## src/rtl/vector_recorder.sv

```systemverilog
// Test-vector capture buffer: records qualified samples after a trigger, then plays them back one word per rd_en.
// Optional pre-trigger ring capture is enabled by defining VREC_PRETRIG_EN.
module vector_recorder #(
  parameter int unsigned WIDTH = 12,
  parameter int unsigned DEPTH = 16
) (
  input  logic                     clk,
  input  logic                     reset,
  input  logic                     arm,
  input  logic                     trig,
  input  logic                     stop,
  input  logic                     sample_en,
  input  logic [WIDTH-1:0]         vec_in,
  input  logic                     rd_en,
  output logic [WIDTH-1:0]         rd_data,
  output logic                     rd_valid,
  output logic [$clog2(DEPTH):0]   count,
  output logic [1:0]               state,
  output logic                     overrun
);

  localparam int unsigned AW = $clog2(DEPTH);
  localparam int unsigned CW = $clog2(DEPTH) + 1;

  typedef enum logic [1:0] {
    S_IDLE    = 2'd0,
    S_ARMED   = 2'd1,
    S_CAPTURE = 2'd2,
    S_DONE    = 2'd3
  } state_t;

  state_t          state_q;
  state_t          state_d;
  logic            we_c;
  logic            rd_c;
  logic            fill_c;
  logic [AW-1:0]   wr_ptr;
  logic [AW-1:0]   rd_addr;
  logic [WIDTH-1:0] mem [DEPTH];
`ifdef VREC_PRETRIG_EN
  logic [CW-1:0]   budget;
`endif

  // Oldest stored word always sits count entries behind the write pointer.
  assign rd_addr = wr_ptr - AW'(count);
  assign state   = state_q;

  always_ff @(posedge clk) begin
    if (!reset) state_q <= S_IDLE;
    else        state_q <= state_d;
  end

  always_comb begin
    state_d = state_q;
    we_c    = 1'b0;
    rd_c    = 1'b0;
    fill_c  = 1'b0;
    case (state_q)
      S_IDLE: begin
        if (arm) state_d = S_ARMED;
      end
      S_ARMED: begin
`ifdef VREC_PRETRIG_EN
        we_c = sample_en;
`else
        we_c = sample_en && trig;
`endif
        if (trig) state_d = S_CAPTURE;
      end
      S_CAPTURE: begin
        we_c = sample_en;
`ifdef VREC_PRETRIG_EN
        fill_c = sample_en && (budget == CW'(1));
`else
        fill_c = sample_en && (count == CW'(DEPTH - 1));
`endif
        if (stop || fill_c) state_d = S_DONE;
      end
      S_DONE: begin
        rd_c = rd_en && (count != CW'(0));
        if (count == CW'(0)) state_d = S_IDLE;
      end
      default: state_d = S_IDLE;
    endcase
  end

  // Buffer storage is deliberately left uncleared by reset.
  always_ff @(posedge clk) begin
    if (reset && we_c) mem[wr_ptr] <= vec_in;
  end

  always_ff @(posedge clk) begin
    if (!reset) begin
      wr_ptr   <= '0;
      count    <= '0;
      rd_data  <= '0;
      rd_valid <= 1'b0;
      overrun  <= 1'b0;
`ifdef VREC_PRETRIG_EN
      budget   <= '0;
`endif
    end else begin
      rd_valid <= rd_c;
      if (rd_c) begin
        rd_data <= mem[rd_addr];
        count   <= count - CW'(1);
      end
      if (state_q == S_IDLE && arm) begin
        overrun <= 1'b0;
        wr_ptr  <= '0;
        count   <= '0;
      end
      if (state_q == S_DONE && sample_en) overrun <= 1'b1;
      // Count saturates so a full ring keeps overwriting its oldest entry.
      if (we_c) begin
        wr_ptr <= wr_ptr + AW'(1);
        if (count != CW'(DEPTH)) count <= count + CW'(1);
      end
`ifdef VREC_PRETRIG_EN
      if (state_q == S_ARMED && trig)
        budget <= CW'(DEPTH / 2) - CW'(sample_en);
      else if (state_q == S_CAPTURE && sample_en)
        budget <= budget - CW'(1);
`endif
    end
  end

endmodule

```

## config.mk

```make
export PLATFORM = sky130hd
export DESIGN_NAME = vector_recorder
export DESIGN_NICKNAME = d
export VERILOG_FILES = /design/src/rtl/vector_recorder.sv
export SDC_FILE = /design/constraint.sdc
export NUM_CORES = 1
export LEC_CHECK = 0
export CORE_ASPECT_RATIO = 2
export CORE_MARGIN = 2
export CORE_UTILIZATION = 40
export CTS_CLUSTER_SIZE = 40
export DETAILED_ROUTE_END_ITERATION = 10
export MAX_ROUTING_LAYER = met4
export PLACE_DENSITY = 0.59
export SKIP_LAST_GASP = 1
export SLEW_MARGIN = 0
export SYNTH_ARGS = -nofsm -noshare
export SYNTH_HDL_FRONTEND = slang
export SYNTH_SLANG_ARGS = --single-unit
```

## constraint.sdc

```tcl
create_clock -name clk -period 3 [get_ports clk]
set_input_delay 0.6 -clock clk [delete_from_list [all_inputs] [get_ports clk]]
set_output_delay 0.6 -clock clk [all_outputs]
set_load 0.005 [all_outputs]
```

== Word level (Yosys, flattened, before mapping) ==
Memories as Yosys holds them, arrays and structs flattened. A register that Yosys moved wholly into a read port is not among the register bits.
Cells that the tools add are included.
Cells by class
  eq/ne operators: 9
  add/subtract/negate cells: 4
  reductions and logical operators: 14
  multiplexer cells: 17
Operators with widths (number)
  $mux W5: 4
  $mux W2: 4
  $mux W4: 2
  $ne A2 B2 Y1 const B: 4
  $pmux W2 S4: 1
  $logic_and A1 B1 Y1: 6
  $add A5 B1 Y5 const B: 1
  $eq A5 B4 Y1 const B: 1
  $logic_not A5 Y1: 1
  $mux W1: 5
  $ne A5 B5 Y1 const B: 1
  $reduce_bool A5 Y1: 1
  $sub A5 B1 Y5 const B: 1
  $add A4 B1 Y4 const B: 1
  $eq A2 B2 Y1 const B: 2
  $reduce_and A4 Y1: 1
  $reduce_bool A2 Y1: 2
  $sub A4 B4 Y4: 1
  $eq A2 B1 Y1 const B: 1
  $logic_not A2 Y1: 1
  $pmux W1 S2: 1
  $logic_not A1 Y1: 1
  $logic_or A1 B1 Y1: 1
Word-level totals
  memory bits (writable): 192
  word-level logic and storage cells: 50
  memories kept: 1
  bits in registers: 13
Memory list
  mem: depth 16, bits a word 12, rd ports 1, clocked after Yosys merged registers in 1, write ports 1, line 39  | logic [WIDTH-1:0] mem [DEPTH];

== Logic depth before layout (Yosys ltp) ==
Gate-level depths: netlist of the first run.
  word-level depth: 7
  gate-level depth with buffers: 10
  depth with buffers taken out: 8

== Worst setup path after synthesis of the first run ==
Ideal clock, no wire load.
  path kind: register -> register
  from: register state_q[0], in the netlist state[0]
  to: memory mem[1][0] (enable)
  buffers on the path: 0
  setup slack: 0.342 ns
  data required time: 2.604 ns
  arrival: 2.261 ns
  library setup time: 0.396 ns
  cell stages (with the launch flop): 7
  clock period less this slack: 2.658 ns
  cell sequence: dfxtp_1 -> inv_1 -> ha_1 -> nand2_1 -> nor2_1 -> nand3_1 -> nor3_1
Between the ends
  cells in the longest elaborated chain, start to end: 5
  elaborated cells between the ends (all ways): 6
  those cells by class: 2 x eq/ne; 3 x mux; 1 x reduce/logical
Ends and longest elaborated chain
  from (decl): line 32  | state_t state_q;
  from (signal assigned): line 50  | else state_q <= state_d;
  $eq A2 B2 Y1 / $eq A2 B1 Y1 (equally long branches): line 58  | case (state_q)
  $pmux W1 S2 (*): line 58
  $logic_and A1 B1 Y1 (*): line 89  | if (reset && we_c) mem[wr_ptr] <= vec_in;
  $mux W1 (*): line 89
  $mux W1 (implied by the code) (*): line 89
  to (decl): line 39
Every way passes the cells marked *; elsewhere a longest branch is shown, timed or not.

== Final worst setup path of the first run ==
  from: register count[0]
  to: register rd_data[2], read port of mem
Between the ends
  cells in the longest elaborated chain, start to end: 3
  elaborated cells between the ends (all ways): 4
  those cells by class: 1 x add/sub; 1 x mux; 2 x reduce/logical
Ends and longest elaborated chain
  from (decl): line 17  | output logic [$clog2(DEPTH):0] count,
  from (signal assigned): line 106  | count <= count - CW'(1);
  from (signal assigned): line 117  | if (count != CW'(DEPTH)) count <= count + CW'(1);
  branches (longest 3 deep; another with $sub A4 B4 Y4)
  to (decl): line 15  | output logic [WIDTH-1:0] rd_data,
Parallel ways; which one is timed is not known.
A chain may end at the register's enable or synchronous reset.

==> results_dict.tcl, run 1 <==
set metrics [dict create \
    status "complete, no violations" \
    synth_area_sq_um 8790 \
    path_clk_slew_ns 0.07 \
    fmax_mhz 369 \
    slew_violations 0 \
    setup_viol 0 \
    arrival_ns 3.09 \
    drive_gt1_share_pct 24.2 \
    slew_headroom_pct 53.6 \
    placed_area_sq_um 9730 \
    avgSynthCellArea_sq_um 18.8 \
    chipHeight_microns 214 \
    insertion_delay_ns 0.49 \
    wl_per_cell_microns 23.7 \
    design.die.area_sq_um 23300 \
    synth_ff_type "edfxtp_1" \
    clock-sinks 217 \
    port_buffers 39 \
    cts_buffers 18 \
    num_rows 76 \
    drc 0 \
    use_met3_pct 2.49 \
    track_usage_pct 18.0 \
    critPathCaptureType "register" \
    antenna_found_initial 0 \
    cts_resized 0 \
    start_kind "register" \
    post_cts.repair.setup_buffers 0 \
    leakage_uw 0.00333 \
    holdCritPathClass "register to register" \
    finalHoldViolCount 0 \
    core_sq_um 21600 \
    viasPerCell 5.55 \
    max_cap_violations 0 \
    powerDensity_nw_per_um2 678 \
    ys_ff_latch 217 \
    synth_cells 468 \
    finalSetupTns_ns 0 \
    clock_path_buffers 3 \
    syn_to_final_growth_pct 17.8 \
    grt_busiest_layer "met2" \
    grt-ovfl-total 0 \
    ys_top_cells_by_area "edfxtp_1, mux4_2, dfxtp_1" \
    start_util_pct 40.7 \
    async_flop_share_pct 0 \
    synthesis.nets 503 \
    dieWidth_microns 109 \
    wirelength_mm 19.4 \
    period_needed_ns 2.71 \
    cp.required_ns 3.38 \
    dr.pass1.iters 4 \
    place.gp.congestion 0.796 \
    hold_buffers 0 \
    antenna_left 0 \
    antenna-diode-count 0 \
    worst_pin_slew_ns 0.696 \
    yosysUniqueCellTypes 52 \
    grt_setup_unrepaired "false" \
    drtIter0Drc 407 \
    period_share_pct 90.3 \
    ys_seq_area_share_pct 71.2 \
    post-route-cell-area_sq_um 10400 \
    cts_tree "built" \
    yosys.area.top_type "edfxtp_1" \
    fin_skew_ns 0.00781 \
    final_core_util_pct 48.0 \
    met2_usage_pct 32.3 \
    fillers 1758 \
    vdd_ir_drop_max_mv 0.332 \
    io_pins 40 \
    grt_pass1_wl_mm 29.4 \
    use_met1_pct 19.4 \
    worstSetupPathType "register to register" \
    dp_hpwl_mm 13.0 \
    grt_pass1_vias 4875 \
    yosysTopAreaCellShare_pct 65.6 \
    fin_nets 569 \
    dr_total_vias 4548 \
    synth_edf_count 192 \
    cts_root_buf "clkbuf_16" \
    path_max_fanout 48 \
    grt_max_degree 49 \
    synth_warnings 0 \
    cts.htree.levels 1 \
]
routing by layer:
metal / part of all wire (%) / wire length [microns]
met1: 37 / 7140
met2: 56 / 10900
met3: 3.5 / 685
met4: 3.7 / 721
met5: 0 / 0
layout by cell type, fill, tap and decap left out, types with 9 or more instances in the layout:
master	n
a21oi_1	13
a221o_1	12
buf_4	25
clkbuf_16	19
clkdlybuf4s50_1	39
dfxtp_1	25
edfxtp_1	192
ha_1	14
inv_1	12
mux2_2	12
mux2i_1	13
mux4_2	48
nand2_1	9
nand3_1	11
nor2_1	17
nor4_1	15
synthesized netlist by cell type (8+ instances only):
cell type	count
nand2_1	9
mux2_2	12
mux4_2	48
a21oi_1	13
nor2_1	17
inv_1	12
ha_1	15
dfxtp_1	25
a221o_1	12
buf_2	10
edfxtp_1	192
nor4_1	15
nor3_1	8
mux2i_1	13
nand3_1	11
critical path: stages (launching register included):
cell and delay, ns:
dfxtp_1 0.53, ha_4 0.19, inv_1 0.05, fa_2 0.55, buf_12 0.25, mux4_2 0.38, mux2_2 0.28, a221o_1 0.29
metrics by stage:
stage | hold WS (ns) | power [uW] | worst slack, ns | instances
6_report | 0.498 | 7020 | 0.290 | 819
5_1_grt | 0.513 | 7290 | 0.221 | 819
4_1_cts | 0.499 | 7100 | 0.322 | 819
3_5_place_dp | 0.481 | 4610 | 0.304 | 787
3_3_place_gp | 0.472 | 4600 | 0.350 | 787
2_1_floorplan | 0.480 | 4210 | 0.342 | 468
flip-flops by register name (all words and copies together), names as in the netlist:
signal,cells
mem,192
count,5
rd_valid,1
rd_data,12
wr_ptr,4
state,2
overrun,1
cell type report:
| cell class | count | area (sq um) | area share, % |
|---|---|---|---|
| sequential | 217 | 6270 | 60.5 |
| multi-input combinational | 215 | 2420 | 23.3 |
| timing repair buffer | 68 | 658 | 6.35 |
| clock buffer | 20 | 479 | 4.62 |
| tap | 273 | 342 | 3.30 |
| clock inverter | 12 | 149 | 1.44 |
| inverter | 14 | 52.6 | 0.507 |
logic make-up after synthesis:
kind of cell | after synthesis | synth area share [%]
AOI/OAI and AO/OA | 45 | 4.13
adders and majority gates | 16 | 2.36
muxes | 73 | 15.3
DFF | 217 | 71.2
and+or+nand+nor | 78 | 4.77
xor gates and xnor gates | 3 | 0.299
buffers and inverters | 36 | 1.89
final timing paths:
check	startpoint	endpoint	slack, ns	cells after the start
max	count[0]	rd_data[2]	0.29	7
max reg2reg	count[0]	rd_data[2]	0.29	7
min reg2reg	rd_data[9]	rd_data[9]	0.50	1
min	rd_data[9]	rd_data[9]	0.50	1
power breakdown:
group          internal (uW)  leakage [uW]  total (uW)  switching (uW)
clock network           1430      0.000304        2500            1070
logic                    597       0.00110        1180             587
registers               3310       0.00193        3340            30.3
total                   5340       0.00333        7020            1690
Note: power is estimated with default switching activity, not from simulation.
==> run 2, diff against run 1 <==
Settings changed: PLACE_DENSITY 0.59 to 0.61.
Clock period 3 ns to 2.27 ns, I/O delays scaled along.
==> results_dict.tcl, run 2 (same netlist as run 1, synthesis figures left out) <==
set metrics [dict create \
    status "finished with violations" \
    violations "negative setup slack" \
    use_met3_pct 1.82 \
    drc 0 \
    power.total_uw 9450 \
    wl_per_cell_microns 22.9 \
    min_path_cells 1 \
    rr_worst_depth 9 \
    drtIter0Drc 272 \
    holdCritPathClass "register to register" \
    fin_skew_ns 0.00969 \
    fillers 1691 \
    dr_total_vias 4708 \
    grt_busiest_layer "met2" \
    setup_viol 12 \
    leakage_uw 0.00358 \
    slew_headroom_pct 57.1 \
    max_flop_register "mem" \
    grt_max_degree 25 \
    placed_area_sq_um 10100 \
    dp_hpwl_mm 13.2 \
    cts.htree.levels 1 \
    layout_setup_ws_ns -0.115 \
    cts_buffers 20 \
    fin_nets 605 \
    grt_pass1_vias 5261 \
    num_rows 76 \
    antenna-diode-count 0 \
    cts_root_buf "clkbuf_16" \
    antenna_left 0 \
    arrival_ns 2.77 \
    track_usage_pct 18.0 \
    hold_buffers 0 \
    cp.required_ns 2.66 \
    use_met1_pct 19.1 \
    post-route-cell-area_sq_um 10900 \
    grt_pass1_wl_mm 29.7 \
    grt-ovfl-total 0 \
    largest_register_ffs 192 \
    vdd_ir_drop_max_mv 0.651 \
    insertion_delay_ns 0.50 \
    start_kind "register" \
    critPathCaptureType "register" \
    port_buffers 39 \
    slew_violations 0 \
    wirelength_mm 19.6 \
    finalHoldViolCount 0 \
    clock_path_buffers 3 \
    layout_common_cells "edfxtp_1, mux4_2, buf_4" \
    worstSetupPathType "register to register" \
    core_sq_um 21600 \
    path_clk_slew_ns 0.07 \
    chipHeight_microns 214 \
    fmax_mhz 419 \
    viasPerCell 5.49 \
    io_pins 40 \
    dieWidth_microns 109 \
    drive_gt1_share_pct 30.3 \
    met2_usage_pct 34.0 \
    powerDensity_nw_per_um2 867 \
    max_cap_violations 0 \
    worst_pin_slew_ns 0.641 \
    clock-sinks 217 \
    whs_ns 0.501 \
    grt_setup_unrepaired "true" \
    pre_cts_ws_ns -0.196 \
    design.die.area_sq_um 23300 \
    path_max_fanout 4 \
    period_share_pct 105 \
    reg.largest.list "mem x192, rd_data x12, count x5" \
    regArea_sq_um 6270 \
    syn_to_final_growth_pct 23.8 \
    start_util_pct 40.7 \
    cts_tree "built" \
    period_needed_ns 2.38 \
    place.gp.congestion 0.810 \
    dr.pass1.iters 4 \
    final_common_cell "edfxtp_1" \
    antenna_found_initial 0 \
    multi_input_area_sq_um 2440 \
]
==> run 2: cell count changes in the layout (fill, tap and decap cells not counted), sizes merged <==
cell	previous run	this run
clkinvlp	1	2
clkbuf	20	28
clkinv	7	8
buf	29	61
bufinv	3	1
inv	15	13
==> run 2: power breakdown <==
part	leakage (uW)	total [uW]	switching, uW	internal (uW)
registers	0.00193	4410	31.5	4380
clock network	0.000313	3300	1440	1860
logic	0.00134	1740	807	929
==> run 2: metrics by stage <==
stage	instances	TNS, ns	util, %
final	857	-1.20	50.5
after detailed placement	817	-1.60	46.9
after global placement	817	-1.18	46.9
after CTS	853	-0.987	49.9
after global routing	857	-2.09	50.5
after floorplan	468	-10.70	-
==> run 2: area by class of cell <==
class | count | share of cell area (%)
multi-input cells | 215 | 22.4
repair buffers | 102 | 10.5
clock buffers | 26 | 5.09
clock inverters | 10 | 0.827
flip-flops and latches | 217 | 57.6
inverters | 14 | 0.482
well taps | 273 | 3.14
==> run 2: path summary, 6_finish.rpt <==
kind                            slack [ns]   startpoint           to
worst max-delay path                 -0.11    wr_ptr[0]   rd_data[5]
worst min-delay path                  0.50  rd_data[10]  rd_data[10]
worst max register to register       -0.11    wr_ptr[0]   rd_data[5]
worst min register to register        0.50  rd_data[10]  rd_data[10]
==> run 2: metal layers <==
layer,vias up,part of all wire [%]
met3,30,2.5
met1,2470,36
met4,0,2.5
met2,89,59
met5,-,0
li1,2119,-
==> run 2: repair_timing <==
item,in CTS,in global routing
setup endpoints to repair,12,38
resized for setup,2,9
setup buffers,0,1
gates cloned,0,3
pin swaps,0,1
==> run 2: critical path, cell delays in order (launching register included) <==
cell and delay [ns]:
dfxtp_2 0.32, inv_2 0.06, ha_4 0.12, inv_2 0.03, fa_2 0.60, buf_12 0.15
clkbuf_16 0.14, mux4_2 0.28, mux2_2 0.27, a221o_1 0.29
